## src/rtl/rec_ctrl.sv

```systemverilog
// Transport controller for the audio recorder.
// Turns debounced play/record/stop key levels into record/play enables,
// generates the SRAM sample address with one-cycle read/write strobes and
// tracks the length of the stored take.
module rec_ctrl #(
    parameter int unsigned ADDR_W = 18,
    parameter bit          LOOP   = 1'b0
) (
    input  logic              clk,
    input  logic              reset,
    input  logic              key_play,
    input  logic              key_record,
    input  logic              key_stop,
    input  logic              sample_tick,
    output logic              record,
    output logic              play,
    output logic              wr_stb,
    output logic              rd_stb,
    output logic [ADDR_W-1:0] addr,
    output logic [ADDR_W:0]   len,
    output logic              full,
    output logic [1:0]        state
);

    typedef enum logic [1:0] {
        StIdle  = 2'd0,
        StRec   = 2'd1,
        StPlay  = 2'd2,
        StPause = 2'd3
    } state_e;

    localparam logic [ADDR_W-1:0] CntOne  = {{(ADDR_W-1){1'b0}}, 1'b1};
    localparam logic [ADDR_W-1:0] CntMax  = {ADDR_W{1'b1}};
    localparam logic [ADDR_W:0]   LenOne  = {{ADDR_W{1'b0}}, 1'b1};
    localparam logic [ADDR_W:0]   LenFull = {1'b1, {ADDR_W{1'b0}}};

    state_e            state_q;
    logic [ADDR_W-1:0] cnt_q;
    logic              play_q;
    logic              record_q;
    logic              stop_q;

    logic play_edge;
    logic rec_edge;
    logic stop_edge;
    logic last_sample;

    // Previous key levels for rising-edge detection; cleared by reset so a
    // key held through reset release registers as a fresh press.
    always_ff @(posedge clk or negedge reset) begin
        if (!reset) begin
            play_q   <= 1'b0;
            record_q <= 1'b0;
            stop_q   <= 1'b0;
        end else begin
            play_q   <= key_play;
            record_q <= key_record;
            stop_q   <= key_stop;
        end
    end

    assign play_edge   = key_play & ~play_q;
    assign rec_edge    = key_record & ~record_q;
    assign stop_edge   = key_stop & ~stop_q;
    assign last_sample = ({1'b0, cnt_q} == (len - LenOne));

    assign state = state_q;

    // Transport FSM with registered enables, strobes, address and take length.
    // Only edges that act in the current state compete; a tick is processed
    // unless a state-changing edge wins the cycle.
    always_ff @(posedge clk or negedge reset) begin
        if (!reset) begin
            state_q <= StIdle;
            record  <= 1'b0;
            play    <= 1'b0;
            wr_stb  <= 1'b0;
            rd_stb  <= 1'b0;
            addr    <= '0;
            len     <= '0;
            full    <= 1'b0;
            cnt_q   <= '0;
        end else begin
            wr_stb <= 1'b0;
            rd_stb <= 1'b0;
            full   <= 1'b0;
            unique case (state_q)
                StIdle: begin
                    if (rec_edge) begin
                        state_q <= StRec;
                        record  <= 1'b1;
                        cnt_q   <= '0;
                        len     <= '0;
                    end else if (play_edge && (len != '0)) begin
                        state_q <= StPlay;
                        play    <= 1'b1;
                        cnt_q   <= '0;
                    end
                end
                StRec: begin
                    if (stop_edge) begin
                        state_q <= StIdle;
                        record  <= 1'b0;
                        len     <= {1'b0, cnt_q};
                    end else if (sample_tick) begin
                        wr_stb <= 1'b1;
                        addr   <= cnt_q;
                        cnt_q  <= cnt_q + CntOne;
                        // Last word written: memory is full, take spans the whole SRAM.
                        if (cnt_q == CntMax) begin
                            state_q <= StIdle;
                            record  <= 1'b0;
                            len     <= LenFull;
                            full    <= 1'b1;
                        end
                    end
                end
                StPlay: begin
                    if (stop_edge) begin
                        state_q <= StIdle;
                        play    <= 1'b0;
                    end else if (play_edge) begin
                        state_q <= StPause;
                        play    <= 1'b0;
                    end else if (sample_tick) begin
                        rd_stb <= 1'b1;
                        addr   <= cnt_q;
                        cnt_q  <= cnt_q + CntOne;
                        if (last_sample) begin
                            if (LOOP) begin
                                cnt_q <= '0;
                            end else begin
                                state_q <= StIdle;
                                play    <= 1'b0;
                            end
                        end
                    end
                end
                StPause: begin
                    if (stop_edge) begin
                        state_q <= StIdle;
                    end else if (rec_edge) begin
                        state_q <= StRec;
                        record  <= 1'b1;
                        cnt_q   <= '0;
                        len     <= '0;
                    end else if (play_edge) begin
                        state_q <= StPlay;
                        play    <= 1'b1;
                    end
                end
                default: begin
                    state_q <= StIdle;
                    record  <= 1'b0;
                    play    <= 1'b0;
                end
            endcase
        end
    end

endmodule

```

## config.mk

```make
export PLATFORM = sky130hd
export DESIGN_NAME = rec_ctrl
export DESIGN_NICKNAME = d
export VERILOG_FILES = /design/src/rtl/rec_ctrl.sv
export SDC_FILE = /design/constraint.sdc
export NUM_CORES = 1
export LEC_CHECK = 0
export CORE_ASPECT_RATIO = 0.5
export CORE_MARGIN = 10
export CORE_UTILIZATION = 44
export CTS_BUF_LIST = sky130_fd_sc_hd__clkbuf_4
export CTS_CLUSTER_SIZE = 16
export DETAILED_ROUTE_END_ITERATION = 10
export PLACE_DENSITY = 0.76
export SYNTH_ARGS = -nofsm -noshare
export SYNTH_HDL_FRONTEND = slang
export SYNTH_SLANG_ARGS = --single-unit
```

## constraint.sdc

```tcl
create_clock -name clk -period 3.5 [get_ports clk]
set_input_delay 0.35 -clock clk [delete_from_list [all_inputs] [get_ports clk]]
set_output_delay 0.35 -clock clk [all_outputs]
set_load 0.01 [all_outputs]
```

==> flow_summary.toml <==
[timing]
rsz0062_at_grt = "no"
finalCritPeriodShare_pct = 88.6
fmax_mhz = 323
setup_viol = 0
fin_skew_ns = 0.0178
finalHoldViolCount = 0
tns_ns = 0
worst_pin_slew_ns = 0.823
slew_violations = 0
fin_crit_ns = 3.10
relSlewSlack_pct = 45.1

[cells_and_area]
drive_gt1_share_pct = 17.3
utilization_pct = 52.4
final_cell_mix = "65 x dfrtp_1, 48 x clkdlybuf4s50_1, 36 x mux2_2"
final_net_count = 444
multi_input_area_um2 = 2030
final_common_cell = "dfrtp_1"
area_growth_pct = 16.8
diodes = 0
seq_area_um2 = 1630
n_fill_cell = 779
fin_area_um2 = 4530

[clock_network]
cts_sinks = 65
clk_pin_slew_ns = 0.12
cts_buffers = 9
root_buffer = "clkbuf_4"
clockBufferDepth = 2
cts_max_level = 3
cts.repair.resized = 0
tritoncts = "yes"
cts-hold-fix-buffers = 0
insertion_delay_ns = 0.43
post_cts_buffers = 0

[setup_path]
cp_slowest_cell = "o41ai_1"
slowest_delay_ns = 0.56
cp-startpoint = "cnt_q[0]$_DFFE_PN0P_"
start_kind = "flop"
arrival_ns = 3.41
worst-path-buf-inv = 1
worstSetupPathType = "reg -> reg"
cp_top_family = "compound AO/OA/AOI/OAI gates"
critical_path_required_ns = 3.81
crit_path_end_kind = "flop"
crit_chain = "ha_1 > nand3_1 > or3_1 > o41ai_1 > a21oi_1 > nor2_1 > o21a_1 > buf_4 > mux2_2"
r2r-start = "cnt_q[0]$_DFFE_PN0P_"
cp_max_fo = 10

[drt]
vias_per_cell = 5.79
wl_per_cell_um = 17.6
routed_wl_um = 9710
drcViolationCount = 0
wl_met3_um = 723
drtPass1Iterations = 5
top_layer = "met4"
dr.first_iter.drc_count = 296
ant_nets = 0
dr_wl_met2_um = 4420
wl_met1_um = 4430
num_vias = 3189

[pwr]
p_leak_nw = 2.01
powerDensity_nw_per_um2 = 525
report.power.total_mw = 2.38
peakVddDrop_mv = 0.272

[yosys]
yosysSeqAreaShare_pct = 41.9
synthesis.area_um2 = 3880
ys_ff_latch = 65
synthCells = 391
ys_types = 57
ys_top_cells_by_area = "dfrtp_1 42%, mux2_2 10%, o21ai_0 3.5%, and3_1 3.2%, ha_1 2.6%"
synth_top_area_cell = "dfrtp_1"
yosysTopAreaCellShare_pct = 41.9
synth_ff_type = "dfrtp_1"
synth-async-reset-ratio_pct = 100
syn_avg_cell_area_um2 = 9.93
syn-num-nets = 405
yosys_warnings = 0
synth_edf_count = 0

[job]
drv_cap = 0

[floorplan]
ios = 50
rows = 24
dieHeight_um = 86.4
coreArea_um2 = 8650
dieArea_um2 = 13200
die_width_um = 153
start_util_pct = 44.9

[placed_design]
dpl.hpwl_um = 6780
numPortBuffers = 49
place_area_um2 = 4400
place_congestion = 0.883

[grt]
grt_max_degree = 66
grt_pass1_vias = 3010
grt_overflow = 0
antenna_found_initial = 0
grt_use_total_pct = 14.3
grt_pass1_wl_um = 15700

[hold_path]
worstHoldPathType = "in -> async"

[outcome]
status = "finished clean"
==> Yosys cell counts (5+ instances only) <==
library cell and instances:
nor3_1 13, a31oi_1 5, buf_2 8, nand3_1 10
nor4_1 7, ha_1 8, clkbuf_1 10, or2_2 5
nand2_1 25, dfrtp_1 65, o41ai_1 5, o31ai_1 9
o21ai_0 27, buf_6 6, and3_1 20, xnor2_1 11
and2_1 5, or3_1 5, mux2_2 36, xor2_1 10
inv_1 13, nand2b_1 6, a21oi_1 10, nor2_1 20
==> power breakdown <==
part | internal, mW | switching (mW) | total [mW]
Combinational | 0.412 | 0.553 | 0.965
Sequential | 0.819 | 0.0795 | 0.898
Clock | 0.217 | 0.301 | 0.518
Total | 1.45 | 0.934 | 2.38
==> final timing paths <==
path	slack, ns	endpoint	cells past startpoint
max	0.40	len[6]$_DFFE_PN0P_	9
min	0.08	addr[15]$_DFFE_PN0P_	2
max reg2reg	0.40	len[6]$_DFFE_PN0P_	9
min reg2reg	0.51	play$_DFFE_PN0P_	1
max in group asynchronous	2.87	len[6]$_DFFE_PN0P_	2
min in group clk	0.41	record_q$_DFF_PN0_	1
==> final cells by class <==
cell class,count,area share (%)
Clock buffer,9,1.49
Clock inverter,6,1.52
Inverter,13,1.08
Multi-Input combinational cell,284,44.8
Sequential cell,65,35.9
Tap cell,117,3.23
Timing Repair Buffer,57,12.0
==> sequential cells by signal, summed over array words and instances, names as in the netlist <==
signal and cells:
cnt_q 18, wr_stb 1, record 1, record_q 1, stop_q 1, state 2
play_q 1, play 1, addr 18, len 19, full 1, rd_stb 1
==> stage by stage <==
| stage | cells | worst slack [ns] | hold slack, ns |
|---|---|---|---|
| finish | 551 | 0.400 | 0.0815 |
| global route | 551 | 0.253 | 0.137 |
| detailed placement | 536 | 0.536 | 0.496 |
| CTS | 551 | 0.479 | 0.103 |
| floorplan | 391 | 0.764 | 0.0544 |
| global placement | 536 | 0.612 | 0.487 |
==> layer usage <==
layer	vias up	track usage [%]
met2	103	22.5
met4	0	3.87
li1	1501	-
met1	1570	18.9
met5	-	0
met3	15	4.15
==> cells by family after synthesis <==
logic type / after synthesis / synth area share (%)
AOI/OAI and AO/OA: 76 / 13.1
xor gates and xnor gates: 21 / 4.74
adders and majority gates: 8 / 2.58
buffers and inverters: 42 / 5.84
DFF: 65 / 41.9
muxes: 39 / 11.4
and+or+nand+nor: 140 / 20.5
Note: power is estimated with default switching activity, not from simulation.
